File: src/rtl/demux_capture_pkg.sv
// Shared types and constants for the bit-serial to parallel-word capture block.
// Latency: n/a (types only).
// Backpressure: n/a.
package demux_capture_pkg;

    localparam int K_DEF    = 64;
    localparam int SELW_DEF = $clog2(K_DEF);

    typedef enum logic {
        FILL = 1'b0,
        HOLD = 1'b1
    } state_t;

    // Completion pattern for a default-width write mask.
    localparam logic [K_DEF-1:0] ALL_ONES = {K_DEF{1'b1}};

endpackage

File: src/rtl/demux_ptr_counter.sv
// Wrapping write pointer for auto-increment steering; clr beats inc.
// Latency: new value visible one cycle after inc/clr.
// Backpressure: none; the caller gates inc with the accept condition.
module demux_ptr_counter
    import demux_capture_pkg::*;
#(
    parameter int W = SELW_DEF
) (
    input  logic         clk,
    input  logic         rst_n,
    input  logic         clr,
    input  logic         inc,
    output logic [W-1:0] cnt
);

    always_ff @(posedge clk or negedge rst_n) begin
        if (!rst_n) begin
            cnt <= '0;
        end else if (clr) begin
            cnt <= '0;
        end else if (inc) begin
            cnt <= cnt + W'(1);
        end
    end

endmodule

File: src/rtl/demux_1x64_capture.sv
// Steers one bit per beat into a K-bit word; presents the word once every position is written.
// Latency: last accepted beat at cycle N gives out_valid at N+1; optional out_parity via DEMUX_CAPTURE_PARITY_EN.
// Backpressure: in_ready drops while a full word waits for out_ready; no pass-through on handshake.
module demux_1x64_capture
    import demux_capture_pkg::*;
#(
    parameter int K    = K_DEF,
    parameter int SELW = $clog2(K)
) (
    input  logic            clk,
    input  logic            rst_n,
    input  logic            clear,
    input  logic            auto_inc,
    input  logic            in_valid,
    output logic            in_ready,
    input  logic            in_bit,
    input  logic [SELW-1:0] in_sel,
    output logic            out_valid,
    input  logic            out_ready,
    output logic [K-1:0]    out_data,
`ifdef DEMUX_CAPTURE_PARITY_EN
    output logic            out_parity,
`endif
    output logic [K-1:0]    wr_mask
);

    state_t          state;
    state_t          state_nxt;
    logic [K-1:0]    data_nxt;
    logic [K-1:0]    mask_nxt;
    logic [SELW-1:0] ptr;
    logic [SELW-1:0] addr;
    logic            accept;
    logic            word_taken;

    assign in_ready   = (state == FILL);
    assign out_valid  = (state == HOLD);
    assign accept     = in_valid & in_ready & ~clear;
    assign word_taken = out_valid & out_ready & ~clear;
    assign addr       = auto_inc ? ptr : in_sel;

    demux_ptr_counter #(.W(SELW)) u_ptr (
        .clk   (clk),
        .rst_n (rst_n),
        .clr   (clear | word_taken),
        .inc   (accept & auto_inc),
        .cnt   (ptr)
    );

    // Completion is judged on the post-write mask, so rewrites never advance it.
    always_comb begin
        state_nxt = state;
        data_nxt  = out_data;
        mask_nxt  = wr_mask;
        if (clear) begin
            state_nxt = FILL;
            data_nxt  = '0;
            mask_nxt  = '0;
        end else if (accept) begin
            data_nxt[addr] = in_bit;
            mask_nxt[addr] = 1'b1;
            if (&mask_nxt) begin
                state_nxt = HOLD;
            end
        end else if (word_taken) begin
            state_nxt = FILL;
            data_nxt  = '0;
            mask_nxt  = '0;
        end
    end

    always_ff @(posedge clk or negedge rst_n) begin
        if (!rst_n) begin
            state    <= FILL;
            out_data <= '0;
            wr_mask  <= '0;
        end else begin
            state    <= state_nxt;
            out_data <= data_nxt;
            wr_mask  <= mask_nxt;
        end
    end

`ifdef DEMUX_CAPTURE_PARITY_EN
    always_ff @(posedge clk or negedge rst_n) begin
        if (!rst_n) begin
            out_parity <= 1'b0;
        end else begin
            out_parity <= ^data_nxt;
        end
    end
`endif

endmodule

File: config.mk
export PLATFORM = sky130hd
export DESIGN_NAME = demux_1x64_capture
export DESIGN_NICKNAME = d
export VERILOG_FILES = /design/src/rtl/demux_capture_pkg.sv /design/src/rtl/demux_ptr_counter.sv /design/src/rtl/demux_1x64_capture.sv
export SDC_FILE = /design/constraint.sdc
export NUM_CORES = 1
export LEC_CHECK = 0
export CORE_MARGIN = 5
export CORE_UTILIZATION = 46
export DETAILED_ROUTE_END_ITERATION = 8
export DONT_BUFFER_PORTS = 1
export PLACE_DENSITY = 0.67
export SLEW_MARGIN = 0
export SYNTH_ARGS = -nofsm -noshare
export SYNTH_HDL_FRONTEND = slang
export SYNTH_SLANG_ARGS = --single-unit
File: constraint.sdc
create_clock -name clk -period 2.9 [get_ports clk]
set_clock_uncertainty 0.2 [all_clocks]
set_input_delay 0.29 -clock clk [delete_from_list [all_inputs] [get_ports clk]]
set_output_delay 0.29 -clock clk [all_outputs]
set_load 0.02 [all_outputs]
==> summary by stage <==
Logic synthesis
Yosys mapped a number of flops with a built-in enable equal to 0. The mean cell area of the mapped netlist is 9.07 sq um. The synthesized netlist occupies a cell area of 6360 sq um. Synthesis produced a netlist whose cell count is 701. The top cell type's share of synthesized area is 53.1%. Of all cell types, the one taking the most synthesized area is sky130_fd_sc_hd__dfrtp_1.

The synthesis warning total is 0. Sorting the synthesized cells by area gives the leading types as sky130_fd_sc_hd__dfrtp_1 53%, sky130_fd_sc_hd__o21ai_0 9.4%, sky130_fd_sc_hd__nand2_1 7.0%. The synthesized design contains 135 register bits. In this run, distinct cell masters in the synthesized netlist total 47. Counting flops with an async set or reset pin after synthesis yields a share of 100%.

Counting every net in the synthesized netlist gives 715. The portion of the post-synthesis area used by sequential elements is 53.1%. The most used flip-flop cell after synthesis is sky130_fd_sc_hd__dfrtp_1.

Floorplanning
For this configuration, the core starts out at a cell density of 46.4%. The die covers 16300 sq um. The horizontal extent of the die is 128 microns. The number of ports placed on the die boundary is 143. The number of standard-cell rows in the floorplan is 43.

The die extent in y is 128 microns. The core region is 13700 sq um.

Global route
Global routing consumed, over all layers together, 26.3% of the routing resources. The global-route congestion overflow total is 0. The first global-routing pass estimated 32800 microns of wire. The initial antenna violation count is 0. The largest net degree at the start of global routing is 136.

The number of global-route vias before repair is 5427.

Critical path
The slack of the worst reg-to-reg path is 0.15 ns. The startpoint of the worst register-to-register path is u_ptr.cnt[5]$_DFFE_PN0P_. At the worst endpoint, the arrival time is 2.89 ns.

In this run the worst setup path begins at u_ptr.cnt[5]$_DFFE_PN0P_. The start-to-end type of the worst setup path is flip-flop to flip-flop. Of all nets on the critical path, the largest fanout is 7. The capture point of the worst reg-to-reg path is out_valid$_DFFE_PN0P_. The required time of the critical path is 3.04 ns. STA classifies the critical path startpoint as a flip-flop. The worst setup path is captured at a flip-flop.

For the worst flop-to-flop path, the logic depth is 6.

Route
The first detailed-routing pass ran for 5 iterations. In this run the remaining antenna-violating nets after routing total 0. The detail-routed via count per cell is 6.28. The number of DRC markers in iteration 0 is 504.

The number of design rule violations left after detail routing is 0. The detail-routed net length per standard cell is 23.9 microns. Summed over all layers, the routed wires come to 21200 microns. Summing over every cut layer, the via total after detailed routing is 5567.

Place
At the end of routability-driven placement, the weighted congestion stood at 0.941. The count of input and output buffers is 0. Timing analysis after detailed placement gives a worst setup slack of 0.111 ns. The cell area reported after detailed placement is 6630 sq um. Detailed placement ended at an HPWL of 14700 microns.

Clock network
After clock tree synthesis, the setup repair step added 0 buffers. The CTS tree is built. Buffers inserted during clock tree synthesis total 17. Counting along the longest clock path gives a buffer depth of 2.

After clock tree synthesis, the flow added hold-fix buffers numbering 1. Clock tree synthesis found a total of 135 sinks. Clock-pin slew was measured on the worst setup and hold paths at 0.06 ns. The clock latency on the worst-skew pair is 0.41 ns. Clock tree synthesis selected as its root buffer the cell sky130_fd_sc_hd__clkbuf_16. The number of levels in the clock H-tree is 4.

Layout
The post-route cell area is 7230 sq um. Leaving out fill and tap cells, the most frequent cells in the layout are 134 x sky130_fd_sc_hd__dfrtp_1, 120 x sky130_fd_sc_hd__o21ai_0, 119 x sky130_fd_sc_hd__nand2_1. The final layout contains 709 nets. The final antenna diode count is 0. The library cell used most frequently in the layout, excluding fill and tap cells, is sky130_fd_sc_hd__dfrtp_1. The layout has 1217 filler cells. Relative to the synthesized area, the layout overhead comes to 13.6%. Cells with a size suffix above 1 make up 10.9% of the layout.

Flow run
The tool flagged a number of max-cap violations equal to 0.

STA
The sum of negative setup slack is 0 ns. The final critical path takes up 94.9% of the cycle. Setup repair after global routing left no endpoint under its margin. The smallest clock period supported by the final layout is computed as 2.75 ns.

The slew at the pin closest to its max-slew limit is 0.726 ns. The number of failing hold endpoints at the final stage is 135. In this run the tightest slew margin relative to its limit is 51.6%. Hold timing on the final database bottoms out at a slack of -0.633 ns. The number of failing setup endpoints in the final timing report is 0.

The least setup slack across all paths after layout is 0.149 ns. The highest clock frequency the design can meet is 0.364 GHz. The count of final max-slew check failures came to 0.

Power
VDD sags by at most 0.000362 V. The total power per unit cell area is 586 nW/um^2. The reported leakage power is 2.96 nW.

Hold path
The worst hold path belongs to the class input pin to async pin.

Status
The run finished, with violations left. The checks that failed: hold timing.
critical path: stages (launching register included):
cell,delay (ns)
sky130_fd_sc_hd__dfrtp_1,0.46
sky130_fd_sc_hd__nand2_1,0.14
sky130_fd_sc_hd__o31ai_2,0.54
sky130_fd_sc_hd__a21oi_1,0.14
sky130_fd_sc_hd__or4_1,0.55
sky130_fd_sc_hd__or4_1,0.54
sky130_fd_sc_hd__o22ai_2,0.10
cell families (layout without fill, tap and decap cells):
logic type | Yosys count | count (layout) | share of synthesized area [%]
compound gates | 250 | 250 | 22.4
simple gates | 248 | 248 | 19.5
flops | 135 | 135 | 53.1
buf+inv | 61 | 67 | 3.93
xor+xnor | 4 | 4 | 0.551
mux | 2 | 2 | 0.315
fa+ha+maj | 1 | 1 | 0.197
synth_stat cells (all sizes together), types with 4 or more instances:
cell type and count:
clkbuf 45, nor4 15, nand2 123, o31ai 11
nand4b 7, o211ai 7, and2 7, a21oi 84
nand3 43, nor2 16, o21ai 121, dfrtp 135
buf 14, o22ai 4, nand2b 4, or4 4
or4b 6, nor2b 8, a22o 13, nand4 5
worst max path at each step:
stage | to | depth (start not counted)
finish | out_valid$_DFFE_PN0P_ | 6
detailed placement | out_valid$_DFFE_PN0P_ | 7
CTS | out_valid$_DFFE_PN0P_ | 7
floorplan | out_valid$_DFFE_PN0P_ | 8
global route | out_valid$_DFFE_PN0P_ | 7
global placement | out_valid$_DFFE_PN0P_ | 8
state kept, by name, indices dropped and copies added, names as in the netlist:
signal and cells:
out_data 64, wr_mask 64, u_ptr.cnt 6, out_valid 1
final cells by class:
class                           count  area, sq um  share of cell area (%)
Clock inverter                      6         66.3                   0.918
Sequential cell                   135         3380                    46.8
Multi-Input combinational cell    505         2760                    38.2
Tap cell                          180          225                    3.12
Inverter                            2         7.51                   0.104
Timing Repair Buffer               34          283                    3.91
Clock buffer                       25          505                    6.99
power by group:
group          leakage [nW]  internal [mW]  total [mW]  switching, mW
sequential             1.88           1.89        1.92         0.0263
combinational         0.802         0.0638       0.222          0.158
clock                 0.272           1.29        2.09          0.802
total                  2.96           3.25        4.23          0.986
timing repair:
action,4_1_cts,5_1_grt
hold endpoints to repair,136,135
gates resized for setup,0,3
setup endpoints to repair,0,1
per-layer routing:
| layer | global-route usage [%] | part of all wire (%) | vias up |
|---|---|---|---|
| met5 | 0 | 0 | - |
| met4 | 8.80 | 2.5 | 0 |
| met3 | 8.49 | 8.7 | 40 |
| met2 | 41.7 | 48 | 249 |
| met1 | 34.1 | 41 | 2771 |
| li1 | - | - | 2507 |
per-stage QoR:
| step | cells | hold WS [ns] | util, % | power (mW) |
|---|---|---|---|---|
| CTS | 887 | -0.644 | 52.6 | 4.24 |
| floorplan | 701 | -0.206 | - | 2.09 |
| detailed placement | 855 | -0.203 | 48.4 | 2.17 |
| global route | 887 | -0.652 | 52.7 | 4.35 |
| finish | 887 | -0.633 | 52.7 | 4.23 |
| global placement | 855 | -0.202 | 48.4 | 2.17 |
No activity file was read; power rests on OpenSTA's default activity.
